`src/rtl/mult_seq_ctrl_pkg.sv`:
```
// Shared definitions for the sequential digit-serial multiplier controller.
// Holds the FSM state encoding and the digit counter width helper.
package mult_seq_pkg;

    typedef enum logic [1:0] {
        IDLE = 2'd0,
        RUN  = 2'd1,
        DONE = 2'd2
    } state_t;

    // A single-digit operand still needs a 1-bit counter so the port widths stay legal.
    function automatic int cnt_width(input int digits);
        return (digits <= 1) ? 1 : $clog2(digits);
    endfunction

endpackage

```
`src/rtl/mult_seq_ctrl_if.sv`:
```
// Start/busy/done handshake and operand/product bus of the sequential multiplier.
interface mult_seq_ctrl_if #(
    parameter int WIDTH = 8
);
    logic                 start;
    logic [WIDTH-1:0]     a;
    logic [WIDTH-1:0]     b;
    logic                 busy;
    logic                 done;
    logic [2*WIDTH-1:0]   P;

    modport master (output start, output a, output b,
                    input  busy,  input  done, input P);

    modport slave  (input  start, input  a, input  b,
                    output busy,  output done, output P);
endinterface

```
`src/rtl/mult_seq_ctrl_2x2.sv`:
```
// Combinational gate-level 2-bit x 2-bit unsigned multiplier.
module mult_2x2 (
    input  logic [1:0] x,
    input  logic [1:0] y,
    output logic [3:0] p
);
    logic t10;
    logic t01;
    logic t11;
    logic c1;

    assign t10 = x[1] & y[0];
    assign t01 = x[0] & y[1];
    assign t11 = x[1] & y[1];
    assign c1  = t10 & t01;

    assign p[0] = x[0] & y[0];
    assign p[1] = t10 ^ t01;
    assign p[2] = t11 ^ c1;
    assign p[3] = t11 & c1;
endmodule

```
`src/rtl/mult_seq_ctrl.sv`:
```
// WIDTH x WIDTH unsigned multiplier built from one shared 2x2 multiplier,
// stepping through every digit pair and accumulating shifted partial products.
module mult_seq_ctrl
    import mult_seq_pkg::*;
#(
    parameter int WIDTH = 8
) (
    input  logic            clk,
    input  logic            rst,
    mult_seq_ctrl_if.slave  bus
);
    localparam int DIGITS = WIDTH / 2;
    localparam int CW     = cnt_width(DIGITS);
    localparam int PW     = 2 * WIDTH;
    localparam logic [CW-1:0] LAST = CW'(DIGITS - 1);

    state_t            state_q, state_d;
    logic [WIDTH-1:0]  ra_q, ra_d;
    logic [WIDTH-1:0]  rb_q, rb_d;
    logic [PW-1:0]     acc_q, acc_d;
    logic [PW-1:0]     p_q, p_d;
    logic [CW-1:0]     i_q, i_d;
    logic [CW-1:0]     j_q, j_d;

    logic [1:0]        dig_a;
    logic [1:0]        dig_b;
    logic [3:0]        pp;
    logic [CW:0]       pos;
    logic [PW-1:0]     pp_shift;

    assign dig_a = ra_q[{i_q, 1'b0} +: 2];
    assign dig_b = rb_q[{j_q, 1'b0} +: 2];

    mult_2x2 u_mult (
        .x (dig_a),
        .y (dig_b),
        .p (pp)
    );

    // Digit pair (i,j) carries weight 4^(i+j).
    assign pos      = {1'b0, i_q} + {1'b0, j_q};
    assign pp_shift = PW'(pp) << {pos, 1'b0};

    always_ff @(posedge clk or posedge rst) begin
        if (rst) begin
            state_q <= IDLE;
            ra_q    <= '0;
            rb_q    <= '0;
            acc_q   <= '0;
            p_q     <= '0;
            i_q     <= '0;
            j_q     <= '0;
        end else begin
            state_q <= state_d;
            ra_q    <= ra_d;
            rb_q    <= rb_d;
            acc_q   <= acc_d;
            p_q     <= p_d;
            i_q     <= i_d;
            j_q     <= j_d;
        end
    end

    always_comb begin
        state_d = state_q;
        ra_d    = ra_q;
        rb_d    = rb_q;
        acc_d   = acc_q;
        p_d     = p_q;
        i_d     = i_q;
        j_d     = j_q;

        case (state_q)
            IDLE: begin
                if (bus.start) begin
                    ra_d    = bus.a;
                    rb_d    = bus.b;
                    acc_d   = '0;
                    i_d     = '0;
                    j_d     = '0;
                    state_d = RUN;
                end
            end
            RUN: begin
                acc_d = acc_q + pp_shift;
                if (j_q == LAST) begin
                    j_d = '0;
                    if (i_q == LAST) begin
                        p_d     = acc_q + pp_shift;
                        state_d = DONE;
                    end else begin
                        i_d = i_q + 1'b1;
                    end
                end else begin
                    j_d = j_q + 1'b1;
                end
            end
            DONE: begin
                state_d = IDLE;
            end
            default: begin
                state_d = IDLE;
            end
        endcase
    end

    assign bus.busy = (state_q != IDLE);
    assign bus.done = (state_q == DONE);
    assign bus.P    = p_q;
endmodule
```
`src/flat_wrapper.sv`:
```
// flat-port wrapper written by rule: the top's interface ports become plain ports
module mult_seq_ctrl_flat import mult_seq_pkg::*;
#(
    parameter int WIDTH = 8
)
  (clk, rst, bus_start, bus_a, bus_b, bus_busy, bus_done, bus_P);
  mult_seq_ctrl_if #(.WIDTH(WIDTH)) bus_i ();
  input  logic clk;
  input  logic rst;
  input wire logic [$bits(bus_i.start)-1:0] bus_start;
  input wire logic [$bits(bus_i.a)-1:0] bus_a;
  input wire logic [$bits(bus_i.b)-1:0] bus_b;
  output wire logic [$bits(bus_i.busy)-1:0] bus_busy;
  output wire logic [$bits(bus_i.done)-1:0] bus_done;
  output wire logic [$bits(bus_i.P)-1:0] bus_P;
  assign bus_i.start = bus_start;
  assign bus_i.a = bus_a;
  assign bus_i.b = bus_b;
  assign bus_busy = bus_i.busy;
  assign bus_done = bus_i.done;
  assign bus_P = bus_i.P;
  mult_seq_ctrl #(.WIDTH(WIDTH)) u_core (.clk(clk), .rst(rst), .bus(bus_i));
endmodule
```
`config.mk`:
```
export PLATFORM = sky130hd
export DESIGN_NAME = mult_seq_ctrl_flat
export DESIGN_NICKNAME = d
export VERILOG_FILES = /design/src/rtl/mult_seq_ctrl_pkg.sv /design/src/rtl/mult_seq_ctrl_if.sv /design/src/rtl/mult_seq_ctrl_2x2.sv /design/src/rtl/mult_seq_ctrl.sv /design/src/flat_wrapper.sv
export SDC_FILE = /design/constraint.sdc
export NUM_CORES = 1
export LEC_CHECK = 0
export ABC_CLOCK_PERIOD_IN_PS = 8400
export CELL_PAD_IN_SITES_DETAIL_PLACEMENT = 1
export CELL_PAD_IN_SITES_GLOBAL_PLACEMENT = 2
export CORE_ASPECT_RATIO = 0.7
export CORE_MARGIN = 5
export CORE_UTILIZATION = 39
export DETAILED_ROUTE_END_ITERATION = 10
export GPL_ROUTABILITY_DRIVEN = 0
export GPL_TIMING_DRIVEN = 0
export PLACE_DENSITY_LB_ADDON = 0.05
export REMOVE_ABC_BUFFERS = 1
export SETUP_SLACK_MARGIN = 0.02
export SYNTH_ARGS = -nofsm -noshare
export SYNTH_HDL_FRONTEND = slang
export SYNTH_SLANG_ARGS = --single-unit
export TNS_END_PERCENT = 50
```
`constraint.sdc`:
```
create_clock -name clk -period 8.4 [get_ports clk]
set_clock_uncertainty 0.05 [all_clocks]
set_input_delay 0.84 -clock clk [delete_from_list [all_inputs] [get_ports clk]]
set_output_delay 0.84 -clock clk [all_outputs]
set_load 0.01 [all_outputs]
```
Yosys cells after proc, flatten, opt, wreduce, memory -nomap -nowiden
Cells that the tools add are included.

Register bits after elaboration: 54. Input bits: 19. Output and inout port bits: 18. Logic and storage cells: 50.

$add $sub $neg: 4. Equal/unequal tests: 8. Shifts and indexed selects: 3. Mux-type cells: 12. Bitwise operators: 8. Reduce and logical (&&, ||, !) cells: 8.

Operator list (number): case mux 16 bit (2 select lines) (1); adder 16 bit (1); two-way mux 16 bit (1); variable part select 8 x 4 -> 2 bit (2); << shifter 4 x 4 -> 16 bit (1); two-way mux 2 bit (7); case mux 2 bit (2 select lines) (3); bitwise AND 1 bit (6); equality test 2 bit (second input constant) (3); AND reduction 3 bit (2); adder 2 x 1 -> 2 bit (second input constant) (2); != test 2 x 1 -> 1 bit (second input constant) (2); != test 2 bit (second input constant) (2); AND reduction 2 bit (2); AND reduction 4 bit (1); nonzero test 2 bit (2); adder 2 x 2 -> 3 bit (1); equality test 2 x 1 -> 1 bit (second input constant) (1); logical NOT 2 bit (1); bitwise XOR 1 bit (2).

Logic depth before layout (Yosys ltp)
Depth in word-level cells: 7. Mapped depth: 15. Depth with buffers taken out: 14.

By module
A second synthesis with hierarchy kept.

Cells, all modules: 309. Area total of the unflattened synthesis: 3166.8 um^2.

By module, submodules not included: mult_seq_ctrl (instances 1, cells each 303, area each 3116.7 um^2, sequential area each 1351.3 um^2); mult_2x2 (instances 1, cells each 6, area each 50.0 um^2, sequential area each 0.0 um^2).

Least setup slack after synthesis
Ideal clock, no wire load.

Kind: flip-flop to flip-flop. Start: reg u_core.j_q[0]. End: reg u_core.acc_q[15]. Library setup time: 0.090 ns. Data arrival time: 3.557 ns. Required time: 8.260 ns. Path slack: 4.703 ns. Cell stages (with the launch flop): 15. Buffers on the path: 0. Period minus slack after synthesis: 3.697 ns. Cells stage by stage: dfrtp_1 > mux4_2 > and2_1 > ha_1 > ha_1 > nor2b_1 > a31oi_1 > nor2_1 > ha_1 > a21oi_4 > or4_1 > a21oi_1 > a211o_2 > or4_1 > o2111ai_1.

Cells in the longest elaborated chain, start to end: 7. Elaborated cells on any way between the ends: 13. Those cells by class: add/sub (2); shift (2); mux (1); bitwise (8).

RTL lines: start, declared (line mult_seq_ctrl.sv:23) `logic [CW-1:0] j_q, j_d;`; start signal, assigned (line mult_seq_ctrl.sv:60) `j_q <= j_d;`; variable part select 8 x 4 -> 2 bit (line mult_seq_ctrl.sv:32) `assign dig_b = rb_q[{j_q, 1'b0} +: 2];`; bitwise AND 1 bit, on equally long branches (line mult_seq_ctrl_2x2.sv:12, mult_seq_ctrl_2x2.sv:13); bitwise AND 1 bit (line mult_seq_ctrl_2x2.sv:15) `assign c1 = t10 & t01;`; bitwise XOR 1 bit / bitwise AND 1 bit (equally long branches) (line mult_seq_ctrl_2x2.sv:19, mult_seq_ctrl_2x2.sv:20); << shifter 4 x 4 -> 16 bit (*) (line mult_seq_ctrl.sv:42) `assign pp_shift = PW'(pp) << {pos, 1'b0};`; adder 16 bit (*) (line mult_seq_ctrl.sv:85) `acc_d = acc_q + pp_shift;`; case mux 16 bit (2 select lines) (*) (line mult_seq_ctrl.sv:73) `case (state_q)`; end signal, assigned (line mult_seq_ctrl.sv:49) `acc_q <= '0;`; end signal, assigned (line mult_seq_ctrl.sv:57) `acc_q <= acc_d;`; end, declared (line mult_seq_ctrl.sv:20) `logic [PW-1:0] acc_q, acc_d;`.

Every way passes the cells marked *; elsewhere a longest branch is shown, timed or not. A chain may end at the register's enable or synchronous reset.

Final worst setup path
Start: reg u_core.j_q[0]. End: reg u_core.p_q[15] (netlist: u_core.bus.P[15]).

Cells in the longest elaborated chain, start to end: 6. Elaborated cells on any way between the ends: 14. Those cells by class: add/sub (2); eq/ne (1); shift (2); bitwise (8); reduce/logical (1).

RTL lines: variable part select 8 x 4 -> 2 bit (line mult_seq_ctrl.sv:32); bitwise AND 1 bit, on equally long branches (line mult_seq_ctrl_2x2.sv:12, mult_seq_ctrl_2x2.sv:13); bitwise AND 1 bit (line mult_seq_ctrl_2x2.sv:15); bitwise XOR 1 bit / bitwise AND 1 bit (equally long branches) (line mult_seq_ctrl_2x2.sv:19, mult_seq_ctrl_2x2.sv:20); << shifter 4 x 4 -> 16 bit (line mult_seq_ctrl.sv:42); adder 16 bit (line mult_seq_ctrl.sv:89) `p_d = acc_q + pp_shift;`; end signal, assigned (line mult_seq_ctrl.sv:58) `p_q <= p_d;`; end, declared (line mult_seq_ctrl.sv:21) `logic [PW-1:0] p_q, p_d;`.

Parallel ways exist; a longest one is shown, timed or not.

==> qor.yml <==
status:
  run_status: "complete, no violations"
sta:
  period_needed_ps: 4360
  setup_viol: 0
  max_slew_margin_pct: 18.1
  fin_crit_sh_pct: 51.9
  rsz0062_at_grt: "false"
  finalMaxSlewViolations: 0
  max_clock_freq_mhz: 229
  worst_slack_ps: 4040
  hold_violations: 0
  fin_setup_tns_ps: 0
  tightest_slew_ps: 1220
critical_path:
  critPathLaunch: "u_core.j_q[0]"
  critPathTopFamily: "simple AND/OR/NAND/NOR gates"
  crit_fanout: 6
  critPathCapture: "u_core.bus.P[15]"
  reg2reg_to: "u_core.bus.P[15]"
  worstSetupPathType: "flop to flop"
  reg2regPathDepth: 14
  cp_cell_sequence: "mux4_2 -> and2_1 -> ha_1 -> ha_1 -> nor2b_1 -> a31oi_1 -> nor2_1 -> ha_1 -> nand3_1 -> or4_1 -> a21oi_1 -> a211o_2 -> mux2i_1 -> o211ai_1"
  max_stage_delay_ps: 600
  required_ps: 8470
  crit_path_end_kind: "flop"
  timing.rr.start: "u_core.j_q[0]"
  critPathBufInv: 0
  crit_slowest_cell: "mux4_2"
  cp_num_cells: 14
  r2r_slack_ps: 4040
  cp-start-kind: "flop"
  cp_common_cell: "ha_1"
  cp_data_arrival_time_ps: 4430
detailed_routing:
  drt_iter0_markers: 65
  vias: 2458
  drt-vias-per-instance: 5.36
  met2_length_um: 3080
  highest_layer: "met4"
  m1WireLength_um: 4410
  drc: 0
  wl_per_cell_um: 17.1
  ant_nets: 0
  first_pass_iters: 4
  dr_wl_met3_um: 306
  drt-total-wl_um: 7830
synthesis:
  synth_enable_flop_cells: 0
  ys_seq_area_share_pct: 42.2
  synth_ff_type: "dfrtp_1"
  yosys_warnings: 0
  async_flop_share_pct: 100
  yosys.area_share.simple_pct: 16.2
  synth_top_family_by_area: "compound AO/OA/AOI/OAI gates"
  avgSynthCellArea_sq_um: 9.84
  muxShareOfSynthArea_pct: 9.43
  syn_inst: 325
  synthAdderAreaFrac_pct: 9.46
  yosys.area_share.xor_xnor_pct: 2.74
  ys_ff_latch: 54
  synth-compound-area-share_pct: 16.7
  synth.distinct_cells: 51
  netlist_area_sq_um: 3200
global_routing:
  grt_usage_pct: 16.7
  antenna_found_initial: 0
  grt_pass1_wl_um: 13800
  overflow: 0
  grt_pass1_vias: 2675
  grt_max_degree: 38
cts:
  ctsHoldBuffers: 0
  postCtsSetupRepairBufs: 0
  cts_tree: "built"
  clkTransAtPathRegs_ps: 70
  cts.sinks: 54
  clockRootBuffer: "clkbuf_16"
  htree_levels: 2
  ctsLongestPathBuffers: 2
  cts_inserted_buffers: 5
  post_cts_resized: 0
  clk_latency_ps: 290
placed_design:
  portBuffers: 36
  post-dp-hpwl_um: 5890
  dpl_cell_area_sq_um: 3660
  preCtsSetupSlack_ps: 4060
layout:
  n_antenna_cell: 0
  stdcell_area_sq_um: 3830
  syn_to_final_growth_pct: 19.6
  fin_nets: 399
  seq_area_sq_um: 1350
  final_cell_mix: "dfrtp_1 (54), nand2_1 (51), clkdlybuf4s50_1 (36), ha_1 (21), nor2_1 (18)"
  drive_gt1_share_pct: 10.9
  multi_input_area_sq_um: 1750
  layout_commonest_cell: "dfrtp_1"
  num-fill-cells: 892
pwr:
  peakVddDrop_v: 0.000176
  p_per_area_nw_per_um2: 426
  p_leak_uw: 0.00165
floorplanning:
  die_w_um: 118
  fp-row-count: 27
  io-pin-count: 37
  design.core.area_sq_um: 7940
  initial_core_util_pct: 40.3
  die_height_um: 85.8
  die_area_sq_um: 10100
flow_run:
  maxCapViolCount: 0
min_path:
  hold_path_class: "flop to flop"
[sequential cells by signal (all words and copies together) (netlist names)]
signal          flops
u_core.bus.P       16
u_core.rb_q         8
u_core.j_q          2
u_core.state_q      2
u_core.i_q          2
u_core.acc_q       16
u_core.ra_q         8
[routing by layer]
layer  vias up  global-route usage (%)
li1       1227                       -
met1      1193                    25.7
met2        34                    24.2
met3         4                    4.02
met4         0                    2.50
met5         -                       0
[cell families (layout without fill, tap and decap cells)]
group,count (synthesis),after routing
buffers and inverters,26,59
xor gates and xnor gates,10,10
DFF,54,54
AOI/OAI and AO/OA,77,77
and+or+nand+nor,112,112
adders and majority gates,23,23
muxes,23,23
[stage by stage]
stage	hold WS [ps]	cells	utilization, %	total power, uW
floorplan	402	313	-	1120
global placement	410	450	45.8	1380
detailed placement	419	451	46.1	1410
CTS	435	459	48.1	1650
global route	457	459	48.2	1790
finish	426	459	48.2	1630
[where the power goes]
part	internal, uW	switching [uW]	leakage, uW	total [uW]
registers	383	76.9	0.000671	460
clock network	140	91.8	0.0000836	231
logic	405	534	0.000899	940
total	928	703	0.00165	1630
[worst min-delay path by stage]
stage / start / end / slack, ps / cells after the start
2_1_floorplan: u_core.acc_q[4] / u_core.acc_q[4] / 400 / 2
3_3_place_gp: u_core.bus.P[6] / u_core.bus.P[6] / 410 / 2
3_5_place_dp: u_core.bus.P[0] / u_core.bus.P[0] / 420 / 2
4_1_cts: u_core.bus.P[6] / u_core.bus.P[6] / 430 / 2
5_1_grt: u_core.ra_q[4] / u_core.ra_q[4] / 460 / 1
6_report: u_core.bus.P[6] / u_core.bus.P[6] / 430 / 2
[cell type report]
class,count,share of cell area [%]
inverters,14,1.37
clock inverters,3,1.05
well taps,101,3.30
clock buffers,5,3.27
multi-input cells,245,45.7
repair buffers,37,9.94
flip-flops and latches,54,35.3
[Yosys cell counts, types with 2 or more instances]
master | n | area share [%]
or4_1 | 2 | 0.47
and3_1 | 2 | 0.39
ha_1 | 21 | 8.2
nand2_1 | 51 | 6.0
a21oi_1 | 9 | 1.4
inv_1 | 13 | 1.5
clkbuf_1 | 10 | 1.2
nand4_1 | 2 | 0.39
o31ai_1 | 8 | 1.9
nand2b_1 | 7 | 1.4
xnor2_1 | 7 | 1.9
and2_1 | 3 | 0.59
o22ai_1 | 10 | 2.0
o21a_1 | 3 | 0.70
o211ai_1 | 6 | 1.4
mux2_1 | 5 | 1.8
mux4_2 | 4 | 2.8
a31oi_1 | 4 | 0.78
mux2i_1 | 2 | 0.63
nor2b_1 | 6 | 1.2
fa_1 | 2 | 1.3
a21oi_2 | 2 | 0.55
o21ai_0 | 11 | 1.7
o21ai_1 | 9 | 1.4
nor3_1 | 7 | 1.1
nor2_1 | 18 | 2.1
a2111oi_2 | 2 | 0.94
a21o_1 | 2 | 0.47
a21oi_4 | 2 | 1.0
dfrtp_1 | 54 | 42
xor2_1 | 3 | 0.82
or2_2 | 2 | 0.39
nand3_1 | 7 | 1.1
mux2_2 | 12 | 4.2
[worst min-delay path, stage by stage (launching register included)]
cell     delay [ps]
dfrtp_1         340
nand2_1          40
o21ai_0          60
(Power assumes the default switching activity.)
